$ cat src/rtl/calc_ctrl.sv
// calc_ctrl: keypad-driven controller for a two-operand add/subtract calculator.
// Builds decimal operands from key strobes, hands them to an external ALU and shows the result.
module calc_ctrl #(
    parameter int TIMEOUT = 16,
    parameter int W       = 16
) (
    input  logic         clk,
    input  logic         rst_n,
    input  logic         key_valid,
    input  logic [3:0]   key_code,
    output logic [W-1:0] alu_num1,
    output logic [W-1:0] alu_num2,
    output logic         alu_op,
    output logic         alu_start,
    input  logic [W-1:0] alu_res,
    input  logic         alu_valid,
    output logic [W-1:0] display,
    output logic         busy,
    output logic         error
);
    localparam int TW = $clog2(TIMEOUT + 1);
    localparam logic [W+3:0] TEN = (W+4)'(32'd10);

    typedef enum logic [2:0] {
        ENTER_A = 3'd0,
        ENTER_B = 3'd1,
        EXEC    = 3'd2,
        WAIT    = 3'd3,
        SHOW    = 3'd4,
        ERR     = 3'd5
    } state_t;

    state_t         state_r, state_s;
    logic [W-1:0]   a_r, a_s;
    logic [W-1:0]   b_r, b_s;
    logic           op_r, op_s;
    logic [TW-1:0]  timer_r, timer_s;
    logic [W-1:0]   display_r, display_s;
    logic           start_r, busy_r, error_r;

    logic is_digit_s, is_arith_s, is_eq_s, is_clr_s, is_sub_s;

    // Appends a decimal digit; a digit that would overflow W bits is dropped.
    function automatic logic [W-1:0] append_digit(input logic [W-1:0] cur, input logic [3:0] d);
        logic [W+3:0] ext;
        ext = ({4'd0, cur} * TEN) + {{W{1'b0}}, d};
        if (ext > {4'd0, {W{1'b1}}}) begin
            append_digit = cur;
        end else begin
            append_digit = ext[W-1:0];
        end
    endfunction

    assign is_digit_s = key_valid && (key_code <= 4'd9);
    assign is_arith_s = key_valid && ((key_code == 4'd10) || (key_code == 4'd11));
    assign is_eq_s    = key_valid && (key_code == 4'd12);
    assign is_clr_s   = key_valid && (key_code == 4'd13);
    assign is_sub_s   = (key_code == 4'd11);

    // Next-state and datapath update; clear overrides everything, including a result arriving.
    always_comb begin
        state_s   = state_r;
        a_s       = a_r;
        b_s       = b_r;
        op_s      = op_r;
        timer_s   = timer_r;
        display_s = display_r;
        if (is_clr_s) begin
            state_s   = ENTER_A;
            a_s       = {W{1'b0}};
            b_s       = {W{1'b0}};
            op_s      = 1'b0;
            timer_s   = {TW{1'b0}};
            display_s = {W{1'b0}};
        end else begin
            case (state_r)
                ENTER_A: begin
                    if (is_digit_s) begin
                        a_s       = append_digit(a_r, key_code);
                        display_s = a_s;
                    end else if (is_arith_s) begin
                        op_s      = is_sub_s;
                        b_s       = {W{1'b0}};
                        display_s = {W{1'b0}};
                        state_s   = ENTER_B;
                    end else begin
                        state_s = ENTER_A;
                    end
                end
                ENTER_B: begin
                    if (is_digit_s) begin
                        b_s       = append_digit(b_r, key_code);
                        display_s = b_s;
                    end else if (is_arith_s) begin
                        op_s = is_sub_s;
                    end else if (is_eq_s) begin
                        state_s = EXEC;
                    end else begin
                        state_s = ENTER_B;
                    end
                end
                EXEC: begin
                    state_s = WAIT;
                    timer_s = {TW{1'b0}};
                end
                WAIT: begin
                    if (alu_valid) begin
                        a_s       = alu_res;
                        display_s = alu_res;
                        state_s   = SHOW;
                    end else if (timer_r == TW'(TIMEOUT - 1)) begin
                        display_s = {W{1'b1}};
                        state_s   = ERR;
                    end else begin
                        timer_s = timer_r + TW'(1'b1);
                    end
                end
                SHOW: begin
                    // The result stays in a, so add/sub chains it and equals repeats the last op.
                    if (is_digit_s) begin
                        a_s       = {{(W-4){1'b0}}, key_code};
                        display_s = {{(W-4){1'b0}}, key_code};
                        state_s   = ENTER_A;
                    end else if (is_arith_s) begin
                        op_s    = is_sub_s;
                        b_s     = {W{1'b0}};
                        state_s = ENTER_B;
                    end else if (is_eq_s) begin
                        state_s = EXEC;
                    end else begin
                        state_s = SHOW;
                    end
                end
                ERR: begin
                    state_s = ERR;
                end
                default: begin
                    state_s = ENTER_A;
                end
            endcase
        end
    end

    // State, operand and output registers.
    always_ff @(posedge clk or negedge rst_n) begin
        if (!rst_n) begin
            state_r   <= ENTER_A;
            a_r       <= {W{1'b0}};
            b_r       <= {W{1'b0}};
            op_r      <= 1'b0;
            timer_r   <= {TW{1'b0}};
            display_r <= {W{1'b0}};
            start_r   <= 1'b0;
            busy_r    <= 1'b0;
            error_r   <= 1'b0;
        end else begin
            state_r   <= state_s;
            a_r       <= a_s;
            b_r       <= b_s;
            op_r      <= op_s;
            timer_r   <= timer_s;
            display_r <= display_s;
            start_r   <= (state_s == EXEC);
            busy_r    <= (state_s == EXEC) || (state_s == WAIT);
            error_r   <= (state_s == ERR);
        end
    end

    assign alu_num1  = a_r;
    assign alu_num2  = b_r;
    assign alu_op    = op_r;
    assign alu_start = start_r;
    assign display   = display_r;
    assign busy      = busy_r;
    assign error     = error_r;

endmodule

$ cat config.mk
export PLATFORM = sky130hd
export DESIGN_NAME = calc_ctrl
export DESIGN_NICKNAME = d
export VERILOG_FILES = /design/src/rtl/calc_ctrl.sv
export SDC_FILE = /design/constraint.sdc
export NUM_CORES = 1
export LEC_CHECK = 0
export CAP_MARGIN = 10
export CORE_MARGIN = 2
export CORE_UTILIZATION = 52
export CTS_CLUSTER_SIZE = 10
export DETAILED_ROUTE_END_ITERATION = 16
export PLACE_DENSITY = 0.77
export SLEW_MARGIN = 20
export SYNTH_ARGS = -nofsm -noshare
export SYNTH_HDL_FRONTEND = slang
export SYNTH_SLANG_ARGS = --single-unit
$ cat constraint.sdc
create_clock -name clk -period 3.85 [get_ports clk]
set_input_delay 0.77 -clock clk [delete_from_list [all_inputs] [get_ports clk]]
set_output_delay 0.77 -clock clk [all_outputs]
set_load 0.1 [all_outputs]
== Word level (Yosys, flattened, before mapping) ==
Cells that the tools add are included.
Storage, ports and cells
  logic and storage cells: 98
  bits of input ports: 24
  flip-flop bits (word level): 60
  output and inout port bits: 52
Operators by class
  multiplexer cells: 37
  order comparisons: 3
  multipliers: 2
  eq/ne operators: 24
  add/sub/neg operators: 3
  reductions and logical operators: 20
Operator list (number)
  2-to-1 mux 16 bit: 14
  case mux 16 bit (4 select lines): 1
  case mux 16 bit (3 select lines): 1
  adder 20 x 4 -> 20 bit: 2
  greater-than comparator 20 x 16 -> 1 bit, second input constant: 2
  multiplier 16 x 3 -> 19 bit, second input constant: 2
  case mux 16 bit (2 select lines): 1
  2-to-1 mux 3 bit: 9
  inequality test 3 bit, second input constant: 6
  case mux 3 bit (6 select lines): 1
  equality test 4 bit, second input constant: 4
  2-to-1 mux 5 bit: 3
  equality test 3 x 2 -> 1 bit, second input constant: 4
  case mux 5 bit (2 select lines): 1
  equality test 3 bit, second input constant: 3
  inequality test 4 bit, second input constant: 2
  AND reduction 4 bit: 2
  AND reduction 3 bit: 2
  nonzero test 3 bit: 2
  adder 5 x 1 -> 5 bit, second input constant: 1
  equality test 5 x 4 -> 1 bit, second input constant: 1
  2-to-1 mux 1 bit: 5
  AND reduction 5 bit: 1
  nonzero test 5 bit: 1
  other kinds (13): 18

== Longest topological paths before layout ==
  word-level depth: 9
  gate-level depth with buffers: 15
  mapped depth without buffers: 14

== Worst setup path after synthesis ==
No wires, ideal clock.
  kind: reg2reg
  start point: register a_r[1], in the netlist alu_num1[1]
  end point: register a_r[6], in the netlist alu_num1[6]
  required time: 3723 ps
  data arrival time: 4413 ps
  slack: -690 ps
  cell stages (with the launch flop): 15
  path buffers: 0
  period minus slack after synthesis: 4540 ps
  library setup time: 127 ps
  path through: dfrtp_1 ha_1 ha_1 inv_1 fa_1 and2b_1 o311a_1 o22ai_1 xor2_1 nor4_4 nand4_2 a21oi_2 mux2_2 a222oi_1 inv_1
On the way
  cells in the longest elaborated chain, start to end: 7
Ends and longest elaborated chain
  start, declared: RTL line 34  | logic [W-1:0] a_r, a_s;
  start signal, assigned: RTL line 148  | a_r <= {W{1'b0}};
  start signal, assigned: RTL line 158  | a_r <= a_s;
  multiplier 16 x 3 -> 19 bit *: RTL line 46  | ext = ({4'd0, cur} * TEN) + {{W{1'b0}}, d};
  adder 20 x 4 -> 20 bit *: RTL line 46
  greater-than comparator 20 x 16 -> 1 bit: RTL line 47  | if (ext > {4'd0, {W{1'b1}}}) begin
  2-to-1 mux 16 bit *: RTL line 47
  2-to-1 mux 16 bit *: RTL line 78  | if (is_digit_s) begin
  case mux 16 bit (3 select lines) *: RTL line 76  | case (state_r)
  2-to-1 mux 16 bit *: RTL line 68  | if (is_clr_s) begin
Every way passes the cells marked *; elsewhere a longest branch is shown, timed or not. The select of a mux whose other input is x is not followed.
A chain may end at the register's enable or synchronous reset.

== Worst setup path in the final report ==
  start point: register b_r[2], in the netlist alu_num2[2]
  end point: register display_r[8], in the netlist display[8]
On the way
  cells in the longest elaborated chain, start to end: 7
Ends and longest elaborated chain
  start, declared: RTL line 35  | logic [W-1:0] b_r, b_s;
  start signal, assigned: RTL line 149  | b_r <= {W{1'b0}};
  start signal, assigned: RTL line 159  | b_r <= b_s;
  multiplier 16 x 3 -> 19 bit *: RTL line 46
  adder 20 x 4 -> 20 bit *: RTL line 46
  greater-than comparator 20 x 16 -> 1 bit: RTL line 47
  2-to-1 mux 16 bit *: RTL line 47
  2-to-1 mux 16 bit *: RTL line 91  | if (is_digit_s) begin
  case mux 16 bit (4 select lines) *: RTL line 76
  2-to-1 mux 16 bit *: RTL line 68
  end signal, assigned: RTL line 152  | display_r <= {W{1'b0}};
  end signal, assigned: RTL line 162  | display_r <= display_s;
  end, declared: RTL line 38  | logic [W-1:0] display_r, display_s;
Marked as above.

==> metrics.yaml <==
sta:
  max_freq_mhz: 249.4
  finalSetupViolCount: 31
  layout_setup_ws_ps: -160.1
  slew_headroom_pct: 26.32
  period_minus_slack_ps: 4010
  hold_viol: 0
  tns_ps: -2271
  clock_skew_ps: 9.271
  rsz0062_at_grt: "yes"
  worst_slew_pin_slew_ps: 1101
  fin_crit_sh_pct: 104.2
  drv_slew: 0
synth:
  synthMuxAreaShare_pct: 3.984
  syn_inst: 730
  synth.yosys.seq_area_share_pct: 24.14
  synth_xor_area_share_pct: 5.332
  ys_ff_latch: 60
  synthAdderAreaFrac_pct: 14.16
  syn_area_um2: 6218
  syn_nets: 822
  syn_avg_cell_area_um2: 8.518
  synthFlopType: "dfrtp_1"
  ys_warn_count: 0
  synthSimpleGateAreaFrac_pct: 19.07
  synth_edf_count: 0
  synth_compound_area_share_pct: 29.94
  synth_cell_type_count: 85
  synth_top_family_by_area: "compound AO/OA/AOI/OAI gates"
  async_reset_ff_share_pct: 100.0
place:
  io_buffers: 75
  gp_congestion: 0.9961
  hpwl_um: 16710
  place_inst: 1018
routing:
  wl_um: 23130
  antenna_left: 0
  drt-initial-drc-count: 740
  wl_per_cell_um: 21.53
  drt_pass1_iterations: 5
  vias_per_cell: 6.534
  drc: 0
  vias: 7017
clock_tree:
  clock-sinks: 60
  clock_path_buffers: 2
  cts_tree: "built"
  ctsHtreeMaxLevel: 3
  cts.hold.buffers_added: 0
  cts_buffers: 9
  clk_pin_slew_ps: 60
  clk_latency_ps: 340
  ctsRootBufferMaster: "clkbuf_16"
setup_path:
  cp-startpoint: "alu_num2[2]"
  cp_num_buf_inv: 2
  path_delay_family: "simple AND/OR/NAND/NOR gates"
  cp.required_ps: 4070
  slowest_delay_ps: 500
  cp_max_fo: 5
  arrival_ps: 4230
  critical_path_class: "reg2reg"
  slowest_stage: "dfrtp_4"
  endpoint_kind: "flop"
  start_kind: "flop"
  r2r-start: "alu_num2[2]"
  worstPathCellList: "ha_4 > inv_1 > fa_2 > xor2_2 > or3b_4 > nor4_4 > nand2_2 > o41a_1 > o21ai_4 > buf_4 > mux2_4 > a221oi_1 > nor2_1"
layout:
  diodes: 0
  fin_nets: 1018
  area_growth_pct: 47.93
  final_cells: 1074
  seq_area_um2: 1579
  final_layout_size_suffix_gt1_share_pct: 32.22
  final_cell_mix: "buf_4 (123), clkdlybuf4s50_1 (74), nor2_1 (71)"
  final_common_cell: "buf_4"
  multi_input_area_um2: 5249
  n_fill_cell: 763
floorplan:
  start_util_pct: 53.77
  boundaryPins: 76
  die_w_um: 113.4
  die_area_um2: 12850
  core-area_um2: 11560
  die_h_um: 113.4
  rows: 39
min_path:
  worstHoldStart: "display[12]"
  hold_class: "reg2reg"
global_routing:
  antenna_found_initial: 0
  grt_max_degree: 42
  grt_first_pass_wirelength_um: 34070
  grt_usage_pct: 33.41
  grt_overflow: 0
  grt_pass1_vias: 6553
job:
  maxCapViolCount: 0
run_status:
  violations: "setup timing"
  status: "finished with violations"
Yosys cell counts (6+ instances only):
cell type,n,share of area (%)
o21ai_0,50,4.0
a21o_1,10,1.2
mux2_2,6,1.1
clkbuf_1,21,1.3
a221oi_1,10,1.4
nor2_1,74,4.5
nor2b_1,10,1.0
a211oi_1,9,1.1
a21oi_1,48,3.9
ha_1,64,13
nand2_1,59,3.6
nor3_1,10,0.80
o31ai_1,7,0.85
nand2b_1,9,0.91
a22o_1,29,4.1
a22oi_1,10,1.2
dfrtp_1,60,24
xnor2_1,23,3.2
xor2_1,13,1.8
o21ai_1,8,0.64
nand3_1,16,1.3
inv_1,19,1.1
and2_1,12,1.2
mux2i_1,18,2.9
layer usage:
metal / GRT usage, % / wire (um) / vias up
met2: 53.29 / 10740 / 376
met1: 46.40 / 9732 / 3382
met5: 0 / 0 / -
met3: 6.320 / 1852 / 69
li1: - / - / 3190
met4: 9.675 / 806 / 0
worst register-to-register path, cell delays in order, from the launching register on:
cell and delay, ps:
dfrtp_4 500, ha_4 320, inv_1 80, fa_2 430, xor2_2 160, or3b_4 400, nor4_4 360, nand2_2 150
o41a_1 440, o21ai_4 260, buf_4 160, mux2_4 290, a221oi_1 250, nor2_1 80
per-stage QoR:
step	cell area, um2	utilization (%)	setup slack [ps]	hold slack (ps)
2_1_floorplan	6467	-	-67.61	474.4
3_3_place_gp	7998	69.16	-134.0	491.1
3_5_place_dp	7998	69.16	-250.2	487.0
4_1_cts	8536	73.81	-37.36	509.6
5_1_grt	9199	79.54	-252.9	536.0
6_report	9199	79.54	-160.1	511.7
path summary, 6_finish.rpt:
check | cells after the start | slack (ps) | endpoint
worst max register to register | 13 | -160 | display[8]
max in group asynchronous | 2 | 2380 | alu_num2[6]
worst min register to register | 1 | 510 | display[12]
worst max-delay path | 13 | -160 | display[8]
worst min-delay path | 1 | 510 | display[12]
min in group asynchronous | 1 | 590 | busy
what timing repair did:
action | 4_1_cts | 5_1_grt
pin swaps | 16 | 62
endpoints found under the setup margin | 40 | 45
gates cloned | 0 | 2
gates resized for setup | 36 | 80
buffers inserted | 8 | 34
area by class of cell:
cell class,instances,area share (%)
multi-input cells,623,57.06
flip-flops and latches,60,17.17
clock inverters,4,0.2584
inverters,19,0.7753
clock buffers,12,2.788
well taps,143,1.945
repair buffers,213,20.01
sequential cells by signal (all words and copies together), names as in the netlist:
| name | flops |
|---|---|
| alu_op | 1 |
| alu_num2 | 16 |
| alu_num1 | 16 |
| display | 16 |
| error | 1 |
| timer_r | 5 |
| alu_start | 1 |
| state_r | 3 |
| busy | 1 |
cells by family (layout without fill, tap and decap cells):
kind of cell    count (synthesis)  count (layout)
mux                            24              24
xor+xnor                       37              37
buf+inv                        48             248
simple gates                  233             233
compound gates                260             261
flops                          60              60
fa+ha+maj                      68              68
Power is left out: the tool's default activity adds up to more than one toggle a clock period on the data nets, which glitch-free logic cannot reach.
==> edit: new RTL, same flow settings <==
The 6 states of `state_t` get a Gray code encoding in 3 bits.
--- a/src/rtl/calc_ctrl.sv
+++ b/src/rtl/calc_ctrl.sv
@@ -22,12 +22,12 @@
     localparam logic [W+3:0] TEN = (W+4)'(32'd10);
 
     typedef enum logic [2:0] {
-        ENTER_A = 3'd0,
-        ENTER_B = 3'd1,
-        EXEC    = 3'd2,
-        WAIT    = 3'd3,
-        SHOW    = 3'd4,
-        ERR     = 3'd5
+        ENTER_A = 3'b000,
+        ENTER_B = 3'b001,
+        EXEC    = 3'b011,
+        WAIT    = 3'b010,
+        SHOW    = 3'b110,
+        ERR     = 3'b111
     } state_t;
 
     state_t         state_r, state_s;
Function: no difference found for any inputs over 4 cycles, from zero or initial values and one cycle with rst_n low; so few cycles prove little.
==> edit against the unedited design <==
- via count down 4.0%
- final area down 8.1%
- cell count down 3.8%
- worst hold slack worse by 0.075 ns
- sequential cell count unchanged
- area after synthesis up 1.9%
- fmax up 5.1%
- worst setup slack better by 0.20 ns
- global-route usage down 2.4 points
- wire length down 9.4%
- largest cell class unchanged
- count of clock-buffer cells in the layout unchanged
- clock skew up 0.00094 ns
- critical path type unchanged
- highest routed layer unchanged
Power is left out: the tool's default activity adds up to more than one toggle a clock period on the data nets, which glitch-free logic cannot reach.
==> edit: results (changes against the unedited design) <==
outcome:
  status: "completed"
grt:
  grt_use_total: 0.310  # -0.0239
  grt_pass1_vias: 6538  # -0.23%
  grt_first_pass_wirelength_um: 32600  # -4.4%
  grt_max_degree: 47  # +12%
place:
  routabilityCongestion: 0.946  # -5.0%
  dp_hpwl_um: 15900  # -4.8%
  placed_cells: 1003  # -1.5%
  port_buffers: 75  # unchanged
synth:
  synth.mux.area_fraction: 0.0237  # -0.0162
  syn_nets: 837  # +1.8%
  yosys-top-cells-area: "dfrtp_1, ha_1, a21oi_1, nand2_1, xnor2_1"
  synth-compound-area-share: 0.299  # about the same
  syn_inst: 745  # +2.1%
  synth_xor_area_frac: 0.0539  # +0.000569
  ys_top_cells_by_count: "nand2_1, ha_1, dfrtp_1"
  ys_types: 87  # +2.4%
  synth-seq-area-share: 0.237  # -0.00458
  synthAdderAreaFrac: 0.139  # -0.00268
  synthArstFlopShare: 1.00  # unchanged
  yosysWarnings: 0  # unchanged
worst_setup_path:
  max_stage_delay_ns: 0.51
  cp.arrival_ns: 4.01  # -0.22 ns
  crit_fanout: 9  # +4
  cp_slowest_cell: "dfrtp_4"
clock_tree:
  htree_num_levels: 3  # unchanged
  clkTransAtPathRegs_ns: 0.05
  clk_latency_ns: 0.33
route:
  routed_via_density: 6.52  # -0.22%
  wl_um: 20900  # -9.4%
  drc: 0  # unchanged
  drt_iter0_drc: 598  # -19%
  num_vias: 6734  # -4.0%
timing:
  slew_headroom: 0.290  # +0.0268
  fin_skew_ns: 0.0102  # +0.000943 ns
finish:
  filler_cell_count: 912  # +20%
  final_nets: 973  # -4.4%
  drive_gt1_frac: 0.218  # -0.104
hold_path:
  hold_path_class: "in -> async"
-- edit: final timing paths --
check	start	depth (start not counted)	end	slack (ns)
setup / recovery	alu_num2[3]	16	display[6]	0.04
hold / removal	rst_n	1	alu_num1[0]	0.44
setup reg to reg	alu_num2[3]	16	display[6]	0.04
hold reg to reg	timer_r[4]	2	timer_r[4]	0.48
max in group asynchronous	rst_n	2	state_r[0]	2.78
min in group clk	timer_r[4]	2	timer_r[4]	0.48
-- edit: final cells by class --
cell class,count,share of cell area
Inverter,25,0.0111
Clock buffer,12,0.0303
Timing Repair Buffer,162,0.172
Sequential cell,60,0.182
Tap cell,147,0.0217
Clock inverter,4,0.0112
Multi-Input combinational cell,623,0.571
-- edit: worst max-delay path, delay by kind of cell (launching register included) --
family	cells	cell delay [ns]
adder cells (fa/ha/maj)	3	0.80
AND/OR/NAND/NOR	4	0.68
AO/OA/AOI/OAI	5	1.17
buffers and inverters	4	0.52
flip-flops	1	0.51
-- edit: repair_timing --
action                                  CTS  global route
setup buffers                             0            11
gates resized for setup                   7            32
endpoints found under the setup margin   45            47
pin swaps                                 0            10
gates cloned                              0             3
-- edit: through the flow --
step	setup TNS (ns)	hold slack (ns)	area [um2]	worst slack, ns
5_1_grt	-0.735	0.491	8460	-0.0916
2_1_floorplan	0	0.450	6450	0.00909
3_5_place_dp	-8.44	0.476	7760	-0.287
6_report	0	0.437	8460	0.0350
3_3_place_gp	-4.00	0.464	7760	-0.140
4_1_cts	0	0.488	8150	0.0163
-- edit: layer usage --
layer	GRT usage	vias up	routed length, um
met4	0.103	0	541
met2	0.531	286	10400
li1	-	3134	-
met5	0	-	0
met1	0.398	3261	8750
met3	0.0513	53	1260
